--- config.mk ---
export PLATFORM = sky130hd
export DESIGN_NAME = sp_ram_arbiter
export DESIGN_NICKNAME = d
export VERILOG_FILES = /design/src/rtl/sp_ram_arb_pkg.sv /design/src/rtl/sp_ram_arbiter_rr_arb_2.sv /design/src/rtl/sp_ram_arbiter.sv
export SDC_FILE = /design/constraint.sdc
export NUM_CORES = 1
export LEC_CHECK = 0
export CORE_AREA = 3 3 99 101
export CTS_BUF_LIST = sky130_fd_sc_hd__clkbuf_4
export CTS_CLUSTER_SIZE = 40
export DETAILED_ROUTE_END_ITERATION = 10
export DIE_AREA = 0 0 102 104
export GPL_TIMING_DRIVEN = 0
export HOLD_SLACK_MARGIN = 0.1
export PLACE_DENSITY = 0.66
export SETUP_SLACK_MARGIN = 0.05
export SLEW_MARGIN = 0
export SYNTH_ARGS = -nofsm -noshare
export SYNTH_HDL_FRONTEND = slang
export SYNTH_SLANG_ARGS = --single-unit
--- constraint.sdc ---
create_clock -name clk -period 1.3 [get_ports clk]
set_input_delay 0.26 -clock clk [delete_from_list [all_inputs] [get_ports clk]]
set_output_delay 0.26 -clock clk [all_outputs]
set_load 0.01 [all_outputs]
--- src/rtl/sp_ram_arb_pkg.sv ---
// Purpose: shared types and constants for the two-master single-port RAM arbiter.
// Latency: n/a (types, constants and a helper function only).
// Backpressure: n/a.
package sp_ram_arb_pkg;

  localparam int unsigned RAM_SIZE_DEF = 32768;
  localparam int unsigned ADDR_W_DEF   = $clog2(RAM_SIZE_DEF);
  localparam int unsigned DATA_W_DEF   = 32;
  localparam int unsigned BE_W_DEF     = DATA_W_DEF / 8;

  typedef logic master_id_t;

  localparam master_id_t MST0 = 1'b0;
  localparam master_id_t MST1 = 1'b1;

  // One RAM access request at the default geometry.
  typedef struct packed {
    logic [ADDR_W_DEF-1:0] addr;
    logic                  we;
    logic [BE_W_DEF-1:0]   be;
    logic [DATA_W_DEF-1:0] wdata;
  } ram_req_t;

  // The master that is not 'id'; with two masters this is the round-robin successor.
  function automatic master_id_t other_mst(input master_id_t id);
    return (id == MST0) ? MST1 : MST0;
  endfunction

endpackage

--- src/rtl/sp_ram_arbiter_rr_arb_2.sv ---
// Purpose: two-requester round-robin grant logic (one-hot grant, at most one bit set).
// Latency: purely combinational, grant in the same cycle as the request.
// Backpressure: the losing requester simply sees no grant and must keep requesting.
module rr_arb_2
  import sp_ram_arb_pkg::*;
(
  input  logic [1:0] req_i,
  input  master_id_t last_gnt_i,
  output logic [1:0] gnt_o
);

  // A lone requester always wins; on contention the master that did not win last time is served.
  always_comb begin
    gnt_o = req_i;
    if (req_i == 2'b11) begin
      gnt_o = (other_mst(last_gnt_i) == MST1) ? 2'b10 : 2'b01;
    end
  end

endmodule

--- src/rtl/sp_ram_arbiter.sv ---
// Purpose: merges two req/gnt/rvalid masters onto one single-port RAM port, routing responses back.
// Latency: grant same cycle as request; rvalid/rdata exactly one cycle after the grant.
// Backpressure: only arbitration loss stalls a master; the RAM side accepts one access every cycle.
// Optional: define SP_RAM_ARB_RDATA_HOLD_EN to keep each master's last read data stable on mX_rdata_o.
module sp_ram_arbiter
  import sp_ram_arb_pkg::*;
#(
  parameter int unsigned RAM_SIZE   = 32768,
  parameter int unsigned ADDR_WIDTH = $clog2(RAM_SIZE),
  parameter int unsigned DATA_WIDTH = 32
) (
  input  logic                    clk,
  input  logic                    rstn_i,

  input  logic                    m0_req_i,
  output logic                    m0_gnt_o,
  input  logic [ADDR_WIDTH-1:0]   m0_addr_i,
  input  logic                    m0_we_i,
  input  logic [DATA_WIDTH/8-1:0] m0_be_i,
  input  logic [DATA_WIDTH-1:0]   m0_wdata_i,
  output logic                    m0_rvalid_o,
  output logic [DATA_WIDTH-1:0]   m0_rdata_o,

  input  logic                    m1_req_i,
  output logic                    m1_gnt_o,
  input  logic [ADDR_WIDTH-1:0]   m1_addr_i,
  input  logic                    m1_we_i,
  input  logic [DATA_WIDTH/8-1:0] m1_be_i,
  input  logic [DATA_WIDTH-1:0]   m1_wdata_i,
  output logic                    m1_rvalid_o,
  output logic [DATA_WIDTH-1:0]   m1_rdata_o,

  output logic                    ram_en_o,
  output logic [ADDR_WIDTH-1:0]   ram_addr_o,
  output logic [DATA_WIDTH-1:0]   ram_wdata_o,
  output logic                    ram_we_o,
  output logic [DATA_WIDTH/8-1:0] ram_be_o,
  input  logic [DATA_WIDTH-1:0]   ram_rdata_i
);

  localparam int unsigned BE_W = DATA_WIDTH / 8;

  // Request payload at this instance's geometry.
  typedef struct packed {
    logic [ADDR_WIDTH-1:0] addr;
    logic                  we;
    logic [BE_W-1:0]       be;
    logic [DATA_WIDTH-1:0] wdata;
  } port_req_t;

  logic [1:0] req;
  logic [1:0] gnt;
  logic       gnt_vld;
  master_id_t gnt_id;
  port_req_t  m0_req;
  port_req_t  m1_req;
  port_req_t  sel_req;

  master_id_t last_gnt_q, last_gnt_d;
  master_id_t owner_q, owner_d;
  logic       rvalid_q, rvalid_d;

  assign req = {m1_req_i, m0_req_i};

  rr_arb_2 u_rr_arb_2 (
    .req_i      (req),
    .last_gnt_i (last_gnt_q),
    .gnt_o      (gnt)
  );

  assign m0_gnt_o = gnt[0];
  assign m1_gnt_o = gnt[1];
  assign gnt_vld  = |gnt;
  assign gnt_id   = gnt[1] ? MST1 : MST0;

  assign m0_req = '{addr: m0_addr_i, we: m0_we_i, be: m0_be_i, wdata: m0_wdata_i};
  assign m1_req = '{addr: m1_addr_i, we: m1_we_i, be: m1_be_i, wdata: m1_wdata_i};

  // RAM payload mux: master 1 only when granted, otherwise master 0 (also when idle).
  always_comb begin
    sel_req = m0_req;
    if (gnt[1]) begin
      sel_req = m1_req;
    end
  end

  assign ram_en_o    = m0_req_i | m1_req_i;
  assign ram_addr_o  = sel_req.addr;
  assign ram_we_o    = sel_req.we;
  assign ram_be_o    = sel_req.be;
  assign ram_wdata_o = sel_req.wdata;

  // Next state: a grant records the winner and schedules its response; an idle cycle only drops rvalid.
  always_comb begin
    last_gnt_d = last_gnt_q;
    owner_d    = owner_q;
    rvalid_d   = 1'b0;
    if (gnt_vld) begin
      last_gnt_d = gnt_id;
      owner_d    = gnt_id;
      rvalid_d   = 1'b1;
    end
  end

  // Arbitration history and response ownership; reset lets master 0 win the first contention.
  always_ff @(posedge clk or negedge rstn_i) begin
    if (!rstn_i) begin
      last_gnt_q <= MST1;
      owner_q    <= MST0;
      rvalid_q   <= 1'b0;
    end else begin
      last_gnt_q <= last_gnt_d;
      owner_q    <= owner_d;
      rvalid_q   <= rvalid_d;
    end
  end

  assign m0_rvalid_o = rvalid_q & (owner_q == MST0);
  assign m1_rvalid_o = rvalid_q & (owner_q == MST1);

`ifdef SP_RAM_ARB_RDATA_HOLD_EN
  logic                  we_q, we_d;
  logic [DATA_WIDTH-1:0] m0_hold_q, m0_hold_d;
  logic [DATA_WIDTH-1:0] m1_hold_q, m1_hold_d;
  logic                  m0_rd_rsp;
  logic                  m1_rd_rsp;

  // Only read responses refresh the held data; write responses carry nothing useful.
  assign m0_rd_rsp = m0_rvalid_o & ~we_q;
  assign m1_rd_rsp = m1_rvalid_o & ~we_q;

  // Capture the granted access type and the per-master read data to hold.
  always_comb begin
    we_d      = we_q;
    m0_hold_d = m0_hold_q;
    m1_hold_d = m1_hold_q;
    if (gnt_vld) begin
      we_d = sel_req.we;
    end
    if (m0_rd_rsp) begin
      m0_hold_d = ram_rdata_i;
    end
    if (m1_rd_rsp) begin
      m1_hold_d = ram_rdata_i;
    end
  end

  // Hold registers and the registered write flag of the in-flight access.
  always_ff @(posedge clk or negedge rstn_i) begin
    if (!rstn_i) begin
      we_q      <= 1'b0;
      m0_hold_q <= '0;
      m1_hold_q <= '0;
    end else begin
      we_q      <= we_d;
      m0_hold_q <= m0_hold_d;
      m1_hold_q <= m1_hold_d;
    end
  end

  // Fresh data is forwarded in the response cycle itself, held data afterwards.
  assign m0_rdata_o = m0_rd_rsp ? ram_rdata_i : m0_hold_q;
  assign m1_rdata_o = m1_rd_rsp ? ram_rdata_i : m1_hold_q;
`else
  assign m0_rdata_o = ram_rdata_i;
  assign m1_rdata_o = ram_rdata_i;
`endif

endmodule

== Word-level counts from Yosys, hierarchy flattened ==
Index checks and enable logic that the tools add are counted.
Cells by class
  add/sub/neg operators: 0
  multipliers: 0
  divide/modulo/power cells: 0
  magnitude comparators: 0
  eq/ne operators: 1
  shift operators: 0
  muxes and demuxes: 5
  bitwise logic cells: 4
  reduce and logical (&&, ||, !) cells: 1
Operators by type and width (number)
  2-to-1 mux 52 bit: 1
  2-to-1 mux 2 bit: 2
  bitwise AND 1 bit: 2
  equality test 2 bit (second input constant): 1
  2-to-1 mux 1 bit: 2
  OR reduction 2 bit: 1
  inverter 1 bit: 1
  bitwise OR 1 bit: 1
Storage, ports and cells
  register bits after elaboration: 3
  latch bits: 0
  memory bits (writable): 0
  memory bits (read-only): 0
  input bits: 140
  output and inout port bits: 121
  logic and storage cells: 14
  memories kept: 0

== Depth between registers and ports, before layout ==
  word-level depth: 4
  mapped depth: 4
  mapped depth without buffers: 2

== Modules after synthesis ==
Synthesis repeated with hierarchy kept, for this count alone.
Second synthesis, totals
  cell total of the unflattened synthesis: 135
  area, all modules: 1487.7 um^2
By module, submodules not included
  sp_ram_arbiter: instances 1, cells each 132, area an instance 1468.9 um^2, sequential area each 76.3 um^2
  rr_arb_2: instances 1, cells each 3, area an instance 18.8 um^2, sequential area each 0.0 um^2

== Worst setup path before layout ==
OpenSTA, ideal clock, no wires.
  path type: flip-flop to output port
  start point: register last_gnt_q
  end point: output port ram_addr_o[10]
  arrival time: 1.194 ns
  data required time: 1.040 ns
  path slack: -0.154 ns
  stages on the path, launching flop included: 5
  buffers on the path: 2
  cells stage by stage: dfstp_2 > a21boi_2 > buf_6 > buf_12 > mux2_4
Between the ends
  cells in the longest elaborated chain, start to end: 3
RTL lines
  from (decl): line sp_ram_arbiter.sv:59  | master_id_t last_gnt_q, last_gnt_d;
  from (signal assigned): line sp_ram_arbiter.sv:112  | last_gnt_q <= last_gnt_d;
  2-to-1 mux 2 bit: line sp_ram_arbiter_rr_arb_2.sv:16  | gnt_o = (other_mst(last_gnt_i) == MST1) ? 2'b10 : 2'b01;
  2-to-1 mux 2 bit: line sp_ram_arbiter_rr_arb_2.sv:15  | if (req_i == 2'b11) begin
  net m1_gnt_o: line sp_ram_arbiter.sv:25  | output logic m1_gnt_o,
  2-to-1 mux 52 bit: line sp_ram_arbiter.sv:82  | if (gnt[1]) begin
  to (decl): line sp_ram_arbiter.sv:34  | output logic [ADDR_WIDTH-1:0] ram_addr_o,
The timed path passes the listed nets, and every way through them passes these cells.

== Final worst setup path ==
  start point: register last_gnt_q
  end point: output port ram_wdata_o[3]
Between the ends
  cells in the longest elaborated chain, start to end: 3
RTL lines
  2-to-1 mux 2 bit: line sp_ram_arbiter_rr_arb_2.sv:16
  2-to-1 mux 2 bit: line sp_ram_arbiter_rr_arb_2.sv:15
  2-to-1 mux 52 bit: line sp_ram_arbiter.sv:82
  to (decl): line sp_ram_arbiter.sv:35  | output logic [DATA_WIDTH-1:0] ram_wdata_o,
No other way between the ends.

==> results.md <==
- GRT Overall Usage: a little under an eighth
- Syn Inst Count: 136
- Clock Tree Root: clkbuf_4
- Measured slew at the worst slew-check pin: approximately 0.17 ns
- Syn nets: around 280
- CTS sink cnt: 3
- Total of max-cap violations: 0
- Worst setup path startpoint: last_gnt_q$_DFFE_PN1P_
- Die Area: 10600 um2
- Status: finished, violations left
- FP Rows: 35
- Vias/cell: between 3 and 4
- ANT cells: 0
- Commonest non-fill, non-tap cell in the layout: clkdlybuf4s50_1
- Slew HR: between 80% and 90%
- Startpoint types: flip-flop
- Final WL: about 7000 um
- Met2 Routed Length: 3910 um
- RSZ-0062 raised after global routing: yes
- Sequential share of power: between 5 and 6%
- Clk pwr share: approximately 8.9%
- Detailed-route via count: 1867
- Grt total ovfl: 0
- Number of synthesis warnings: 0
- CP Class: flip-flop to output pin
- First-pass GRT wire length: 10000 um
- Synth-to-layout area growth: 180%
- Most frequent cells in the layout: clkdlybuf4s50_1, buf_4, buf_6, mux2_4, buf_8
- Pleak: between 0.0015 and 0.002 uW
- Reg2reg path depth: 4
- Cells after DPL: between 400 and 500
- Top Layer Used: met4
- Syn avg cell area: roughly 11 um2
- Post-Route M1 WL: about 2200 um
- Worst setup EP type: output pin
- Worst Path Arrival: approximately 1.7 ns
- DPL Wire Length: 6000 um
- Synth cell types: 15
- #FFs+latches synth: 3
- Max frequency: between 500 and 600 MHz
- Final setup viols: 54
- Filler cells: between 800 and 900
- Vias in the first global route: roughly 2000
- Clk slew on worst S/H paths: about 0.04 ns
- Failing checks: setup timing
- Worst setup margin: -0.621 ns
- Sequential area share after synthesis: ~5%
- Cell Area, Synth: about 1500 um2
- Share of cells above drive strength 1: between 50% and 60%
- Nets: between 500 and 600
- Antenna violations before repair: 0
- Remaining DRCs: 0
- CTS Buf Count: 3
- Drt pass-1 iters: 3
- Max H-tree Level: 1
- Crit path to: ram_wdata_o[3]
- Metal3 WL: between 700 and 800 um
- Period minus WS final: ~1.9 ns
- FF-to-FF End: owner_q$_DFFE_PN0P_
- Hold WC Path Type: primary input to asynchronous set/reset pin
- Fin crit share: 148%
- IO Pins: roughly 260
- Comb power frac: ~86%
- Clk Latency, worst-skew pair: 0.23 ns
- CTS tree: built
- Fin. Hold Viols: 0
- Worst vdd ir: ~0.17 mV
- Critical Path RT: between 1 and 1.5 ns
- Psw: ~590 uW
- DRT iter0 DRCs: 18
- Die W: between 100 and 150 um
- I/O Buffers: around 230
- Die H: around 100 um
- Reg2Reg Setup Slack: ~0.1 ns
- Max-slew violation count: 0
- Sw Share: between 20% and 30%
- Routed WL per cell: between 10 and 15 um
- CP Max Fanout: 7
- Detail Route Antenna Nets: 0
- Hold-fix buffers, CTS: 0
- Starting density of the core: 16.5%
- Largest net degree at the start of global routing: 11
- Placer's final routability congestion estimate: 0.711
- Internal: ~1500 uW
- Reg-to-Reg Start: last_gnt_q$_DFFE_PN1P_
- Worst Skew: about 0.0017 ns
- Core Footprint: about 9100 um2
- P per Cell Area: roughly 490 nW/um2
- Post-route insts no fill: ~500
- Min Hold Slack: just over 0.2 ns
- Clock Tree Buf Depth: 2
[logic make-up (layout without fill, tap and decap cells)]
family | after synthesis | after routing | synth area share (%)
buffers and inverters | 72 | 320 | 40.0
AND/OR/NAND/NOR | 5 | 5 | 1.92
flip-flops | 3 | 3 | 5.09
AO/OA/AOI/OAI | 4 | 4 | 1.92
multiplexers | 52 | 52 | 51.1
[area by class of cell]
cell class                 count  area, um2  share of cell area [%]
sequential                     3       76.3                    1.82
buffer                        69        572                    13.6
clock buffer                   4       30.0                   0.716
tap                          111        139                    3.31
multi-input combinational     61        827                    19.7
timing repair buffer         245       2540                    60.6
inverter                       2       7.51                   0.179
[stage by stage]
step | util (%) | instance area [um2] | setup slack (ns) | setup TNS (ns) | power [uW]
6_report | 46.0 | 4190 | -0.621 | -30.46 | 2070
5_1_grt | 46.0 | 4190 | -0.670 | -33.18 | 2190
4_1_cts | 45.7 | 4170 | -0.645 | -31.50 | 2090
3_5_place_dp | 43.0 | 3920 | -1.15 | -60.22 | 1750
3_3_place_gp | 43.0 | 3920 | -1.16 | -60.55 | 1740
2_1_floorplan | - | 1500 | -0.154 | -7.32 | 833
[layer usage]
layer	vias to the layer above	GRT usage (%)
met4	0	1.97
li1	892	-
met2	121	23.6
met3	4	2.75
met1	850	12.0
met5	-	0
[critical path: stages (launching register included)]
cell and delay, ns:
dfstp_2 0.53, a21boi_2 0.05, buf_6 0.15, buf_12 0.14, buf_8 0.12, mux2_4 0.30
buf_6 0.12
[flip-flops by register name, summed over array words and instances, names as in the netlist]
| register | count |
|---|---|
| owner_q | 1 |
| last_gnt_q | 1 |
| rvalid_q | 1 |
[how the worst min path moves through the flow]
| stage | start | endpoint | slack (ns) | cells past startpoint |
|---|---|---|---|---|
| 6_report | rstn_i | owner_q$_DFFE_PN0P_ | 0.21 | 1 |
| 5_1_grt | rstn_i | owner_q$_DFFE_PN0P_ | 0.21 | 1 |
| 4_1_cts | rstn_i | owner_q$_DFFE_PN0P_ | 0.20 | 1 |
| 3_5_place_dp | rstn_i | owner_q$_DFFE_PN0P_ | 0.46 | 1 |
| 3_3_place_gp | rstn_i | rvalid_q$_DFF_PN0_ | 0.45 | 1 |
| 2_1_floorplan | rstn_i | owner_q$_DFFE_PN0P_ | -0.04 | 0 |
[synth_stat cells]
master | number | share of area, %
buf_6 | 1 | 0.75
nor2b_1 | 1 | 0.42
dfrtp_1 | 2 | 3.3
a21o_1 | 1 | 0.50
a21oi_1 | 2 | 0.67
dfstp_2 | 1 | 1.8
mux2_2 | 4 | 3.0
and2_1 | 1 | 0.42
nor2_1 | 1 | 0.25
buf_12 | 5 | 6.7
or2_2 | 2 | 0.83
mux2_4 | 48 | 48
buf_4 | 64 | 32
a21boi_2 | 1 | 0.75
inv_1 | 2 | 0.50
[power groups by stage]
stage / logic [uW] / clock network [uW] / registers (uW)
2_1_floorplan: 718 / 0 / 115
3_3_place_gp: 1620 / 0 / 116
3_5_place_dp: 1630 / 0 / 117
4_1_cts: 1780 / 195 / 114
5_1_grt: 1880 / 195 / 115
6_report: 1770 / 185 / 114
[timing repair]
item / in CTS / in global routing
setup buffers: 15 / 1
cloned: 1 / 0
pin swaps: 1 / 0
endpoints found under the setup margin: 58 / 56
gates resized for setup: 301 / 8
No activity file was read; power rests on OpenSTA's default activity.
